File: config.mk
export PLATFORM = sky130hd
export DESIGN_NAME = ifetch_prefetch_buf
export DESIGN_NICKNAME = d
export VERILOG_FILES = /design/src/rtl/ifetch_prefetch_buf.sv
export SDC_FILE = /design/constraint.sdc
export NUM_CORES = 1
export LEC_CHECK = 0
export ABC_AREA = 1
export ABC_CLOCK_PERIOD_IN_PS = 10050
export CAP_MARGIN = 20
export CORE_UTILIZATION = 58
export DETAILED_ROUTE_END_ITERATION = 8
export GPL_TIMING_DRIVEN = 0
export PLACE_DENSITY = 0.8
export SYNTH_ARGS = -nofsm -noshare
export SYNTH_HDL_FRONTEND = slang
export SYNTH_SLANG_ARGS = --single-unit
File: constraint.sdc
create_clock -name clk -period 10.05 [get_ports clk]
set_clock_uncertainty 0.2 [all_clocks]
set_input_delay 2.01 -clock clk [delete_from_list [all_inputs] [get_ports clk]]
set_output_delay 2.01 -clock clk [all_outputs]
set_load 0.02 [all_outputs]
File: src/rtl/ifetch_prefetch_buf.sv
// ifetch_prefetch_buf: instruction-fetch front end with an in-order prefetch FIFO.
// Issues credit-limited requests to a variable-latency instruction memory, tags
// each request with its PC, and queues returned words with PC/PC+4 for decode.
// Redirects flush the buffer and discard responses that are still in flight.
// Optional build macro IFETCH_STATS_EN adds saturating redirect/drop/bubble counters.
module ifetch_prefetch_buf #(
    parameter int unsigned DEPTH    = 4,
    parameter logic [7:0]  RESET_PC = 8'h20,
    parameter logic [7:0]  HALT_PC  = 8'hF0
) (
    input  logic        clk,
    input  logic        rst,
    input  logic        pc_en,
    input  logic        redirect,
    input  logic [7:0]  redirect_pc,
    input  logic        id_stall,
    output logic        imem_req,
    output logic [7:0]  imem_addr,
    input  logic        imem_gnt,
    input  logic        imem_rvalid,
    input  logic [31:0] imem_rdata,
    output logic        inst_valid,
    output logic [31:0] inst_out,
    output logic [7:0]  pc_out,
    output logic [7:0]  pc4_out,
    output logic        busy
`ifdef IFETCH_STATS_EN
    ,
    output logic [15:0] stat_redirects,
    output logic [15:0] stat_dropped,
    output logic [15:0] stat_bubbles
`endif
);

    localparam int unsigned AW = $clog2(DEPTH);
    localparam int unsigned CW = AW + 1;

    typedef logic [AW-1:0] ptr_t;
    typedef logic [CW-1:0] cnt_t;
    typedef enum logic { RUN, HALT } state_t;

    localparam logic [CW:0] DEPTH_C = (CW+1)'(DEPTH);
    localparam cnt_t        FULL_C  = cnt_t'(DEPTH);

    state_t      state_q, state_d;
    logic [7:0]  fetch_pc;

    logic [31:0] fifo_inst [DEPTH];
    logic [7:0]  fifo_pc   [DEPTH];
    logic [7:0]  fifo_pc4  [DEPTH];
    ptr_t        rd_ptr, wr_ptr;
    cnt_t        fifo_count;

    logic [7:0]  tag_q [DEPTH];
    ptr_t        tag_rd, tag_wr;

    // outstanding counts live (kept) requests only; stale ones move into drop_cnt
    cnt_t        outstanding;
    logic [7:0]  drop_cnt;

    logic [CW:0] credit_used;
    logic        grant, resp_keep, resp_drop, pop;

    assign credit_used = {1'b0, fifo_count} + {1'b0, outstanding};
    assign imem_req    = !rst && pc_en && (state_q == RUN) && !redirect &&
                         (fetch_pc < HALT_PC) && (credit_used < DEPTH_C);
    assign imem_addr   = fetch_pc;
    assign grant       = imem_req && imem_gnt;
    assign resp_keep   = imem_rvalid && !redirect && (drop_cnt == '0);
    assign resp_drop   = imem_rvalid && (redirect || (drop_cnt != '0));
    assign inst_valid  = (fifo_count != '0);
    assign pop         = inst_valid && !id_stall && pc_en && !redirect;
    assign inst_out    = fifo_inst[rd_ptr];
    assign pc_out      = fifo_pc[rd_ptr];
    assign pc4_out     = fifo_pc4[rd_ptr];
    assign busy        = (outstanding != '0) || (drop_cnt != '0);

    // State register
    always_ff @(posedge clk or posedge rst) begin
        if (rst) state_q <= RUN;
        else     state_q <= state_d;
    end

    // Next-state: halt once fetch_pc crosses HALT_PC, resume on an in-range redirect
    always_comb begin
        state_d = state_q;
        case (state_q)
            RUN:     if (!redirect && pc_en && (fetch_pc >= HALT_PC)) state_d = HALT;
            HALT:    if (redirect && (redirect_pc < HALT_PC)) state_d = RUN;
            default: state_d = RUN;
        endcase
    end

    // Fetch PC, tag queue, prefetch FIFO and in-flight accounting
    always_ff @(posedge clk or posedge rst) begin
        if (rst) begin
            fetch_pc    <= RESET_PC;
            rd_ptr      <= '0;
            wr_ptr      <= '0;
            fifo_count  <= '0;
            tag_rd      <= '0;
            tag_wr      <= '0;
            outstanding <= '0;
            drop_cnt    <= '0;
            for (int unsigned i = 0; i < DEPTH; i++) begin
                fifo_inst[i] <= '0;
                fifo_pc[i]   <= '0;
                fifo_pc4[i]  <= '0;
                tag_q[i]     <= '0;
            end
        end else if (redirect) begin
            // every live request becomes stale; a response landing now is already discarded
            fetch_pc    <= redirect_pc;
            rd_ptr      <= '0;
            wr_ptr      <= '0;
            fifo_count  <= '0;
            tag_rd      <= '0;
            tag_wr      <= '0;
            outstanding <= '0;
            drop_cnt    <= drop_cnt + 8'(outstanding) - 8'(imem_rvalid);
        end else begin
            if (grant) begin
                fetch_pc      <= fetch_pc + 8'd4;
                tag_q[tag_wr] <= fetch_pc;
                tag_wr        <= tag_wr + ptr_t'(1);
            end
            if (resp_keep) begin
                fifo_inst[wr_ptr] <= imem_rdata;
                fifo_pc[wr_ptr]   <= tag_q[tag_rd];
                fifo_pc4[wr_ptr]  <= tag_q[tag_rd] + 8'd4;
                wr_ptr            <= wr_ptr + ptr_t'(1);
                tag_rd            <= tag_rd + ptr_t'(1);
            end
            if (pop) rd_ptr <= rd_ptr + ptr_t'(1);
            if (resp_keep && !pop)      fifo_count <= fifo_count + cnt_t'(1);
            else if (!resp_keep && pop) fifo_count <= fifo_count - cnt_t'(1);
            outstanding <= outstanding + cnt_t'(grant) - cnt_t'(resp_keep);
            if (resp_drop) drop_cnt <= drop_cnt - 8'd1;
        end
    end

    // Credit rule guarantees a kept response always finds room
    always_ff @(posedge clk) begin
        if (!rst) assert (!(resp_keep && !pop && (fifo_count == FULL_C)));
    end

`ifdef IFETCH_STATS_EN
    // Saturating activity counters, frozen while halted
    always_ff @(posedge clk or posedge rst) begin
        if (rst) begin
            stat_redirects <= '0;
            stat_dropped   <= '0;
            stat_bubbles   <= '0;
        end else if (state_q == RUN) begin
            if (redirect && (stat_redirects != '1))
                stat_redirects <= stat_redirects + 16'd1;
            if (resp_drop && (stat_dropped != '1))
                stat_dropped <= stat_dropped + 16'd1;
            if (pc_en && !inst_valid && !id_stall && (stat_bubbles != '1))
                stat_bubbles <= stat_bubbles + 16'd1;
        end
    end
`endif

endmodule

==> reports/qor.yml <==
clocking:
  cts_hold_buf: 0
  post_cts_resized: 0
  cts_buffers: 26
  clk_pin_slew_worst_paths_ns: 0.06
  clock_latency_ns: 0.53
  htreeDepth: 1
  cts_max_path_buffers: 3
  cts_tree: "yes"
  clock-sinks: 247
  cts_setup_buffers: 0
  clock_tree.root_cell: "clkbuf_16"
die:
  fp.dieH_um: 145
  pin_count: 106
  floorplan.die_area_um2: 21000
  start_util: 0.601
  design.core.area_um2: 19700
  std_cell_rows: 51
  dieWidth_um: 145
critical_path:
  cp_max_fo: 6
  cp_common_cell: "clkdlybuf4s50_1"
  r2r_cells: 12
  worstSetupPathType: "in -> out"
  crit_family: "buffers and inverters"
  critPathMaxStageDelay_ns: 0.69
  r2r_end: "outstanding[2]$_DFF_PP0_"
  arrival_ns: 3.94
  r2r-start: "fifo_count[2]$_DFFE_PP0P_"
  path_cells: "clkdlybuf4s50_1 -> nor3_2 -> nand4_2 -> nor2_4 -> clkdlybuf4s50_1"
  critPathBufInv: 2
  rrSetupSlack_ns: 7.17
  crit_path_start_kind: "input pin"
  critPathCaptureType: "output pin"
  worstPathRequired_ns: 7.84
  critical-path-slowest-cell: "clkdlybuf4s50_1"
synth:
  netlist_instances: 1400
  synth_cell_types: 36
  synthesis.nets: 1481
  syn_area_um2: 11900
  synth_warnings: 0
  ys_seq_elements: 247
  synth_area_per_cell_um2: 8.47
  synth_seq_area_share: 0.521
timing:
  hold_slack_ns: 0.273
  maxSlewHeadroom: 0.495
  hold_viol_final: 0
  worst_slew_pin_slew_ns: 0.758
  fmax_mhz: 163
  post-route-period-util: 0.612
  setup_violations: 0
  worst_slack_ns: 3.90
  drv_slew: 0
  rsz0062_at_grt: "no"
  finalSetupTns_ns: 0
  finalCriticalPeriod_ns: 6.15
drt:
  routedWlPerCell_um: 17.3
  via_count: 10400
  vias_per_cell: 5.71
  first_iter_violations: 953
  drc: 0
  ant_nets: 0
  dr.pass1.iters: 5
  routed_wl_mm: 31.5
power_and_ir_drop:
  p_leak_nw: 6.74
  ir_worst_vdd_mv: 0.141
  power_density_nw_per_um2: 217
  power_mw: 3.07
finish:
  layout_common_cells: "nand2_1 (326), dfrtp_1 (246), o21ai_0 (204), nor2_1 (127), o21ai_1 (108)"
  final_area_um2: 14100
  antenna_cells: 0
  area_delta_synth_final_pct: 19.1
  drive_above_1_share: 0.0710
  final_common_cell: "nand2_1"
  nets: 1616
hold_path:
  min_path_type: "reg -> reg"
  holdPathStages: 2
  hold_start: "tag_q[17]$_DFFE_PP0P_"
  min_to: "tag_q[17]$_DFFE_PP0P_"
placement:
  io_buffers: 105
  place_area_um2: 13300
  dpl.hpwl_mm: 21.2
  gp_congestion: 0.909
  dpl_worst_slack_ns: 3.90
global_routing:
  grt_max_degree: 108
  grt_pass1_wl_mm: 51.8
  antenna_found_initial: 0
  grt.total_usage: 0.306
  grt.overflow.total: 0
  first_global_vias: 10200
outcome:
  status: "finished, final reports clean"
flow_run:
  max_cap_viol_count: 0
## metal layers
| layer | GRT usage | wire length [um] | vias up |
|---|---|---|---|
| met5 | 0 | 0 | - |
| met4 | 0.124 | 1130 | 0 |
| met3 | 0.0390 | 2340 | 98 |
| met2 | 0.494 | 14900 | 467 |
| met1 | 0.418 | 13100 | 4906 |
| li1 | - | - | 4886 |
## worst reg2reg max path, stage by stage, from the launching register on
cell     delay [ns]
dfrtp_1        0.42
ha_1           0.30
nor2_1         0.11
nand4_2        0.14
nor2_4         0.30
nand2_4        0.11
ha_1           0.31
inv_1          0.05
ha_1           0.14
inv_1          0.05
fa_1           0.37
and3_1         0.18
nor3_1         0.12
## final cells by class
type	count	area (um^2)
buffer	81	467
clock buffer	34	742
clock inverter	9	72.6
fill	1500	5600
inverter	111	429
multi-input combinational	961	4790
sequential	247	6180
tap	265	332
timing repair buffer	107	1110
## cell families after synthesis
family          share of synthesized area
simple gates                        0.182
xor+xnor                          0.00739
buf+inv                            0.0749
flops                               0.521
compound gates                      0.177
fa+ha+maj                          0.0378
## state kept, by name, summed over array words and instances, names as in the netlist
register / flops
drop_cnt: 8
tag_q: 32
fifo_inst: 128
state_q: 1
wr_ptr: 2
outstanding: 3
imem_addr: 8
tag_wr: 2
fifo_count: 3
tag_rd: 2
rd_ptr: 2
fifo_pc: 32
fifo_pc4: 24
## power by group
group / total [mW] / switching (mW) / internal [mW] / leakage [nW]
logic: 0.991 / 0.613 / 0.378 / 2.93
registers: 1.15 / 0.0652 / 1.09 / 3.40
clock network: 0.922 / 0.382 / 0.540 / 0.407
## worst max-delay path by stage
| stage | start | endpoint | slack [ns] | cells past startpoint |
|---|---|---|---|---|
| after floorplan | rst | drop_cnt[0]$_DFFE_PP0P_ | 1.06 | 1 |
| after global placement | rst | fifo_inst[26]$_DFFE_PP0P_ | -1.97 | 2 |
| after detailed placement | rst | imem_req | 3.90 | 5 |
| after CTS | rst | imem_req | 3.90 | 5 |
| after global routing | rst | imem_req | 3.81 | 5 |
| final | rst | imem_req | 3.90 | 5 |
## Yosys cell counts
cell type / instances / area share
nand2_1: 326 / 0.10
buf_2: 7 / 0.0030
nand4_1: 6 / 0.0032
a41oi_1: 1 / 0.00074
a31oi_1: 3 / 0.0016
o21ai_0: 204 / 0.086
xor2_1: 8 / 0.0059
inv_1: 100 / 0.032
nand4_2: 1 / 0.0011
o21ai_1: 108 / 0.046
nor2_4: 2 / 0.0019
dfstp_2: 1 / 0.0022
a21oi_1: 12 / 0.0051
xnor2_1: 2 / 0.0015
fa_1: 3 / 0.0051
o21a_1: 4 / 0.0025
nand3_1: 42 / 0.018
nor3_1: 2 / 0.00084
buf_4: 7 / 0.0044
clkbuf_1: 50 / 0.016
a21o_1: 1 / 0.00063
o211ai_1: 4 / 0.0025
and3_1: 2 / 0.0011
nor3_2: 1 / 0.00084
o21bai_1: 1 / 0.00063
dfrtp_1: 246 / 0.52
inv_2: 10 / 0.0032
o22ai_1: 50 / 0.026
inv_6: 1 / 0.00074
buf_6: 17 / 0.016
nand2_2: 7 / 0.0037
nor2_1: 127 / 0.040
nand2_4: 2 / 0.0019
ha_1: 31 / 0.033
nand3_4: 4 / 0.0059
o21ai_2: 7 / 0.0052
## stage by stage
stage	util	instances
floorplan	-	1400
global placement	0.671	1770
detailed placement	0.675	1772
CTS	0.716	1815
global route	0.716	1815
finish	0.716	1815
Power figures use the tool's default switching activity.
